==> src/rtl/mash_nstage.sv <==
// mash_nstage: MASH 1-1-..-1 sigma-delta modulator with run-time order select and LFSR LSB dither
module mash_nstage #(
    parameter int          WIDTH     = 24,
    parameter int          MAX_ORDER = 4,
    parameter logic [14:0] LFSR_SEED = 15'h0001
) (
    input  logic                    clk,
    input  logic                    rst,
    input  logic                    en_i,
    input  logic                    load_valid_i,
    output logic                    load_ready_o,
    input  logic [WIDTH-1:0]        x_i,
    input  logic [2:0]              order_i,
    input  logic                    dither_en_i,
    output logic signed [4:0]       y_o,
    output logic [WIDTH-1:0]        e_o,
    output logic                    busy_o
);
    typedef enum logic [1:0] {IDLE, RUN, FLUSH} state_t;
    state_t           state, state_nx;
    logic [WIDTH-1:0] x_reg;
    logic [2:0]       order_reg, order_cl;
    logic             dither_reg, accept, step;
    logic [14:0]      lfsr;
    logic [WIDTH-1:0] acc [1:MAX_ORDER];
    logic [WIDTH:0]   in_w [1:MAX_ORDER+1];
    logic [WIDTH:0]   sum [1:MAX_ORDER];
    logic [4:0]       d [1:MAX_ORDER+1];
    logic [4:0]       dz [2:MAX_ORDER+1];
    logic [WIDTH-1:0] e_nx;
    int               m;

    always_comb begin
        m = int'(order_reg);
        order_cl = (order_i == 3'd0) ? 3'd1 : (order_i > 3'(MAX_ORDER)) ? 3'(MAX_ORDER) : order_i;
        accept = load_valid_i && load_ready_o;
        state_nx = !en_i ? IDLE : (state == RUN && accept && order_cl != order_reg) ? FLUSH : RUN;
        // accumulators only advance on RUN->RUN edges; entry, exit and flush edges clear them
        step = (state == RUN) && (state_nx == RUN);
        in_w[1] = {1'b0, x_reg} + {{WIDTH{1'b0}}, dither_reg & lfsr[0]};
        for (int k = 1; k <= MAX_ORDER; k++) begin
            sum[k] = (k <= m) ? {1'b0, acc[k]} + in_w[k] : '0;
            in_w[k+1] = {1'b0, sum[k][WIDTH-1:0]};
        end
        d[MAX_ORDER+1] = '0;
        for (int k = MAX_ORDER; k >= 1; k--)
            d[k] = {4'd0, sum[k][WIDTH]} + ((k < m) ? d[k+1] - dz[k+1] : 5'd0);
        e_nx = '0;
        for (int k = 1; k <= MAX_ORDER; k++)
            e_nx = (k == m) ? sum[k][WIDTH-1:0] : e_nx;
    end

    always_ff @(posedge clk) begin
        if (rst) begin
            state        <= IDLE;
            x_reg        <= '0;
            order_reg    <= 3'd1;
            dither_reg   <= 1'b0;
            lfsr         <= LFSR_SEED;
            busy_o       <= 1'b0;
            load_ready_o <= 1'b1;
            y_o          <= '0;
            e_o          <= '0;
            for (int k = 1; k <= MAX_ORDER; k++) acc[k] <= '0;
            for (int k = 2; k <= MAX_ORDER + 1; k++) dz[k] <= '0;
        end else begin
            state        <= state_nx;
            busy_o       <= state_nx != IDLE;
            load_ready_o <= state_nx != FLUSH;
            if (accept) begin
                x_reg      <= x_i;
                order_reg  <= order_cl;
                dither_reg <= dither_en_i;
            end
            if (state == RUN) lfsr <= {lfsr[13:0], lfsr[14] ^ lfsr[13]};
            y_o <= step ? d[1] : '0;
            e_o <= step ? e_nx : '0;
            for (int k = 1; k <= MAX_ORDER; k++) acc[k] <= step ? sum[k][WIDTH-1:0] : '0;
            for (int k = 2; k <= MAX_ORDER + 1; k++) dz[k] <= step ? d[k] : '0;
        end
    end
endmodule

==> config.mk <==
export PLATFORM = sky130hd
export DESIGN_NAME = mash_nstage
export DESIGN_NICKNAME = d
export VERILOG_FILES = /design/src/rtl/mash_nstage.sv
export SDC_FILE = /design/constraint.sdc
export NUM_CORES = 1
export LEC_CHECK = 0
export ABC_AREA = 1
export CAP_MARGIN = 10
export CORE_MARGIN = 2
export CORE_UTILIZATION = 60
export CTS_CLUSTER_SIZE = 20
export DETAILED_ROUTE_END_ITERATION = 10
export DONT_BUFFER_PORTS = 1
export PLACE_DENSITY_LB_ADDON = 0.12
export SYNTH_ARGS = -nofsm -noshare
export SYNTH_HDL_FRONTEND = slang
export SYNTH_SLANG_ARGS = --single-unit
==> constraint.sdc <==
create_clock -name clk -period 14.38 [get_ports clk]
set_clock_uncertainty 0.1 [all_clocks]
set_input_delay 3.595 -clock clk [delete_from_list [all_inputs] [get_ports clk]]
set_output_delay 3.595 -clock clk [all_outputs]
set_load 0.02 [all_outputs]
==> run_results.csv, run 1 <==
group,metric,value,unit
route,highest_layer,"met5",
sta,worst_slack,3.61,ns
sta,whs,0.386,ns
pwr,p_total,1.16,mW
clock_network,postCtsSetupBuffers,0,
sta,report.final.setup_viol,0,
sta,fmax,92.8,MHz
floorplan,die-area,23000,um^2
worst_setup_path,rr_startpoint,"order_reg[2]",
synthesis,synth_top_family_by_area,"simple AND/OR/NAND/NOR gates",
finish,area_delta_synth_final,5.89,%
synthesis,synth_mux_area_share,0,%
synthesis,syn-cell-area,13100,um^2
floorplan,start_util,61.6,%
route,m1WireLength,18.3,mm
worst_setup_path,worst_setup_path_end_kind,"flop",
worst_setup_path,cp.buffers_inverters,11,
worst_setup_path,cp_max_fo,33,
worst_setup_path,rrSetupSlack,3.61,ns
grt,grt_pass1_wl,62.3,mm
grt,grt_pass1_vias,12227,
synthesis,synth_cell_type_count,40,
pwr,vdd_drop_max,0.0660,mV
synthesis,syn_nets,2260,
floorplan,dieWidth,152,um
route,met3WireLength,2.84,mm
sta,period_share,74.9,%
synthesis,synthSimpleGateAreaFrac,37.9,%
clock_network,cts_max_path_buffers,2,
route,final_antenna_net_count,0,
pwr,leakagePower,7.47,nW
route,drt_pass1_iterations,5,
sta,final.setup.tns,0,ns
route,met2WireLength,17.1,mm
clock_network,cts_resized,0,
placed_design,routabilityCongestion,1.00,
finish,final_common_cell,"nand2_1",
synthesis,ys_seq_elements,181,
finish,largest_register_ffs,96,
sta,slew_viol_final,0,
pwr,power_density,84.0,nW/um^2
clock_network,clk-insertion-delay-late,0.45,ns
finish,antenna_cells,0,
synthesis,synth.avg_cell_area,6.19,um^2
run,max_cap_viol_count,0,
worst_setup_path,slowest_delay,0.65,ns
finish,layout_common_cells,"570 x nand2_1, 321 x inv_1, 318 x nor2_1",
grt,grt.total_usage,35.1,%
finish,drive_gt1_share,3.04,%
placed_design,post-place-ws,3.83,ns
synthesis,synthAdderAreaFrac,11.7,%
route,drc,0,
worst_setup_path,worst_path_max_delay_cell,"nor2_2",
synthesis,synth-compound-area-share,9.80,%
finish,fill_cells,2085,
sta,grt_setup_unrepaired,"false",
worst_setup_path,required,14.62,ns
clock_network,clkSinkCount,181,
synthesis,yosysSeqAreaShare,27.7,%
sta,fin_crit,10.77,ns
synthesis,ys_warn_count,0,
clock_network,cts_buffers,17,
grt,antenna_found_initial,1,
worst_setup_path,path_class,"reg2reg",
route,wl,39.3,mm
synthesis,syn-instance-count,2111,
sta,hold_viol_final,0,
worst_setup_path,r2r-end,"y_o[4]",
clock_network,cts_tree,"done",
sta,tightestPinTransition,1.00,ns
worst_setup_path,rr_worst_depth,55,
worst_setup_path,cp_top_family,"simple AND/OR/NAND/NOR gates",
outcome,status,"finished clean",
sta,slew_headroom,33.0,%
placed_design,dp_hpwl,31.5,mm
worst_setup_path,cpMostUsedCell,"nand2_1",
hold_path,min-delay-start,"lfsr[8]",
hold_path,min_path_cells,2,
finish,num-nets-final,2241,
clock_network,ctsHoldBuffers,0,
route,wl_per_cell,16.5,um
route,vias_per_cell,5.53,
grt,gr-total-overflow,0,
route,num_vias,13171,
floorplan,row_count,53,
placed_design,port_buffers,0,
worst_setup_path,crit_arrival,11.01,ns
floorplan,num_io_pins,63,
clock_network,root_buffer,"clkbuf_16",
clock_network,htreeDepth,4,
route,dr.first_iter.drc_count,1127,
clock_network,path_clk_slew,0.09,ns
hold_path,hp-class,"reg2reg",
worst_setup_path,startpoint_type,"flop",
grt,grt_max_degree,69,
hold_path,hold_end,"lfsr[9]",
floorplan,core_region_area,21200,um^2
synthesis,yosys.area_share.xor_xnor,1.74,%
floorplan,die-height,152,um
==> worst min-delay path: cells and delay by family, from the launching register on <==
| kind | cells | cell delay [ns] |
|---|---|---|
| AND/OR/NAND/NOR | 2 | 0.12 |
| flip-flops | 1 | 0.33 |
==> report_power, final <==
| part | internal (mW) | switching [mW] |
|---|---|---|
| Sequential | 0.512 | 0.00783 |
| Combinational | 0.0414 | 0.106 |
| Clock | 0.239 | 0.256 |
| Total | 0.792 | 0.369 |
==> area by class of cell <==
type	instances	area, um^2	share of cell area (%)
multi-input cells	1559	7980	57.7
flip-flops and latches	181	3620	26.2
inverters	330	1240	8.99
clock buffers	17	425	3.07
well taps	275	344	2.49
clock inverters	15	196	1.42
repair buffers	3	22.5	0.163
==> cells in the mapped netlist <==
library cell | n | area (um^2)
nand3_2 | 1 | 10.0
buf_1 | 1 | 3.75
a22oi_1 | 1 | 7.51
nand3_1 | 137 | 686
inv_1 | 321 | 1200
clkinv_1 | 3 | 11.3
nand4_1 | 48 | 300
fa_1 | 8 | 160
nor3_1 | 44 | 220
o21ai_1 | 3 | 15.0
xor2_1 | 11 | 96.3
buf_2 | 7 | 35.0
a21boi_0 | 2 | 15.0
and2_1 | 7 | 43.8
clkbuf_1 | 21 | 78.8
a211oi_1 | 1 | 7.51
nand2_2 | 2 | 12.5
o21a_1 | 3 | 22.5
nor4_1 | 7 | 43.8
nand3_4 | 1 | 17.5
inv_4 | 2 | 12.5
nor2_4 | 4 | 45.0
or2_2 | 7 | 43.8
inv_2 | 4 | 15.0
buf_6 | 3 | 33.8
and3_1 | 6 | 37.5
nand3b_1 | 12 | 90.1
o21bai_1 | 11 | 82.6
nor2_8 | 1 | 20.0
nor2_1 | 318 | 1190
o21ai_0 | 97 | 485
ha_1 | 109 | 1360
a21oi_1 | 119 | 596
xnor2_1 | 15 | 131
a21o_1 | 4 | 30.0
nor2_2 | 7 | 43.8
a31oi_1 | 3 | 18.8
nand2_1 | 570 | 2140
dfxtp_1 | 181 | 3620
buf_4 | 9 | 67.6
==> metrics by stage <==
stage                     std cells  util (%)  instance area [um^2]
after detailed placement       2348      62.3                 13200
final                          2380      65.2                 13800
after global routing           2380      65.2                 13800
after floorplan                2111         -                 13100
after global placement         2348      62.3                 13200
after CTS                      2380      65.2                 13800
==> worst max path at each step <==
stage          slack, ns    startpoint  cells after the start     end
2_1_floorplan       5.98       lfsr[0]                     66  y_o[4]
3_3_place_gp        4.07  order_reg[2]                     54  y_o[4]
3_5_place_dp        3.83  order_reg[2]                     59  y_o[4]
4_1_cts             3.80  order_reg[2]                     59  y_o[4]
5_1_grt             2.61  order_reg[2]                     57  y_o[4]
6_report            3.61  order_reg[2]                     55  y_o[4]
==> kinds of logic after synthesis <==
| family | count (synthesis) |
|---|---|
| xor gates and xnor gates | 26 |
| buffers and inverters | 371 |
| and+or+nand+nor | 1172 |
| DFF | 181 |
| AOI/OAI and AO/OA | 244 |
| adders and majority gates | 117 |
==> per-layer routing <==
layer,global-route usage (%),vias to the layer above
li1,-,6689
met3,6.08,66
met4,11.7,2
met2,55.5,443
met1,48.7,5971
met5,0,-
No activity file was read; power rests on OpenSTA's default activity.
==> run 2, diff against run 1 <==
==> constraint.sdc (replaced) <==
create_clock -name clk -period 9.95 [get_ports clk]
set_clock_uncertainty 0.1 [all_clocks]
set_input_delay 2.4875 -clock clk [delete_from_list [all_inputs] [get_ports clk]]
set_output_delay 2.4875 -clock clk [all_outputs]
set_load 0.02 [all_outputs]
==> run 2 against run 1 <==
Effect of this change:
- sequential share of layout area down 1.2 points
- non-clock buffer count up 12
- critical path type unchanged
- highest routed layer is now met4
- clock-buffer cell count unchanged
- global-route usage about the same
- design area up 5.0%
- flip-flop and latch count unchanged
- sequential power up 44%
- die area unchanged
- wire length up 3.0%
==> run_results.csv, run 2 (synthesized netlist as in run 1, its figures left out) <==
group,metric,value,unit
finish,final_common_cell,"nand2_1",
clock_network,cts_max_path_buffers,2,
worst_setup_path,rrSetupSlack,0.62,ns
pwr,clkPwrFrac,43.1,%
clock_network,clk-insertion-delay-late,0.45,ns
placed_design,post-place-ws,0.191,ns
pwr,power_frac_comb,13.4,%
floorplan,core_region_area,21200,um^2
sta,period_share,93.8,%
floorplan,die-height,152,um
grt,gr-total-overflow,0,
grt,grt_pass1_vias,12326,
pwr,vdd_drop_max,0.121,mV
pwr,power_density,119,nW/um^2
worst_setup_path,required,10.20,ns
finish,fill_cells,1963,
placed_design,routabilityCongestion,0.989,
grt,grt_pass1_wl,62.3,mm
worst_setup_path,cpMostUsedCell,"nand2_1",
run,max_cap_viol_count,0,
clock_network,clkSinkCount,181,
worst_setup_path,worst_setup_path_end_kind,"flop",
clock_network,root_buffer,"clkbuf_16",
grt,grtUsageMet1,47.5,%
floorplan,num_io_pins,63,
finish,final_util,68.4,%
pwr,leakagePower,7.58,nW
hold_path,hp-class,"reg2reg",
finish,stdcell_area,14500,um^2
sta,hold_viol_final,0,
sta,worst_slack,0.617,ns
floorplan,dieWidth,152,um
route,drc,0,
worst_setup_path,cp.buffers_inverters,14,
floorplan,die-area,23000,um^2
finish,finalNonFillerCells,2393,
sta,slew_viol_final,0,
sta,report.final.setup_viol,0,
sta,fmax,107,MHz
route,wl_per_cell,16.9,um
finish,layout_common_cells,"548 x nand2_1, 311 x inv_1, 296 x nor2_1",
sta,final.setup.tns,0,ns
worst_setup_path,cp_top_family,"adder cells",
pwr,p_seq_share,43.5,%
worst_setup_path,cp_max_fo,5,
pwr,p_int,1.17,mW
pwr,switchingPower,0.559,mW
pwr,p_total,1.73,mW
sta,tightestPinTransition,1.01,ns
grt,grt_max_degree,76,
clock_network,cts_buffers,17,
route,final_antenna_net_count,0,
clock_network,htreeDepth,4,
sta,fin_crit,9.33,ns
outcome,status,"finished clean",
route,dr.first_iter.drc_count,1160,
grt,met3_usage,7.72,%
grt,grt.total_usage,35.1,%
floorplan,start_util,61.6,%
clock_network,path_clk_slew,0.09,ns
finish,area_delta_synth_final,11.2,%
sta,whs,0.387,ns
grt,antenna_found_initial,1,
clock_network,cts_tree,"done",
placed_design,dpl_cell_area,13300,um^2
finish,largest_register_ffs,96,
worst_setup_path,path_class,"reg2reg",
worst_setup_path,worst_path_max_delay_cell,"fa_1",
finish,drive_gt1_share,9.26,%
placed_design,dp_hpwl,31.5,mm
worst_setup_path,crit_arrival,9.58,ns
pwr,power_switching_share,32.4,%
grt,busiest_layer,"met2",
sta,slew_headroom,32.2,%
grt,use_met2,55.5,%
placed_design,dp_cells,2355,
route,num_vias,13524,
floorplan,row_count,53,
finish,num-nets-final,2253,
placed_design,port_buffers,0,
route,drt_pass1_iterations,6,
route,vias_per_cell,5.65,
worst_setup_path,startpoint_type,"flop",
route,wl,40.5,mm
worst_setup_path,slowest_delay,0.43,ns
[run 2: cell count changes in the layout (fill, tap and decap cells not counted), sizes merged]
cell / before / now
buf: 3 / 15
clkinv: 11 / 6
inv: 334 / 339
diode: 0 / 1
[run 2: final cells by class]
class	count	area (um^2)	area share, %
clock buffer	17	425	2.93
multi-input combinational	1559	8550	58.9
clock inverter	15	219	1.51
inverter	330	1240	8.56
tap	275	344	2.37
timing repair buffer	15	113	0.775
antenna	1	2.50	0.0172
sequential	181	3620	25.0
[run 2: layer usage]
layer	vias to the layer above	part of all wire (%)
met2	608	44
li1	6704	-
met3	97	9.7
met4	0	3.5
met1	6115	43
met5	-	0
[run 2: repair_timing]
| action | 4_1_cts | 5_1_grt |
|---|---|---|
| endpoints found under the setup margin | 0 | 4 |
| hold buffers | 0 | 0 |
| setup buffers | 0 | 5 |
| resized for setup | 0 | 145 |
[run 2: power by group through the flow]
stage / clock network (mW) / registers (mW) / logic, mW
5_1_grt: 0.771 / 0.752 / 0.254
2_1_floorplan: 0 / 0.765 / 0.156
6_report: 0.744 / 0.750 / 0.231
4_1_cts: 0.748 / 0.750 / 0.213
3_3_place_gp: 0 / 0.767 / 0.209
3_5_place_dp: 0 / 0.767 / 0.212
[run 2: final timing paths]
| check | start | endpoint | cells after the start |
|---|---|---|---|
| max reg2reg | lfsr[0] | y_o[4] | 64 |
| max | lfsr[0] | y_o[4] | 64 |
| min reg2reg | lfsr[11] | lfsr[12] | 2 |
| min | lfsr[11] | lfsr[12] | 2 |
[run 2: worst reg2reg max path: cells and delay by family (launching register included)]
family / cells / cell delay (ns)
AND/OR/NAND/NOR: 33 / 3.29
flip-flops: 1 / 0.35
XOR/XNOR: 1 / 0.17
adder cells (fa/ha/maj): 11 / 3.39
AO/OA/AOI/OAI: 5 / 0.78
buffers and inverters: 14 / 1.17
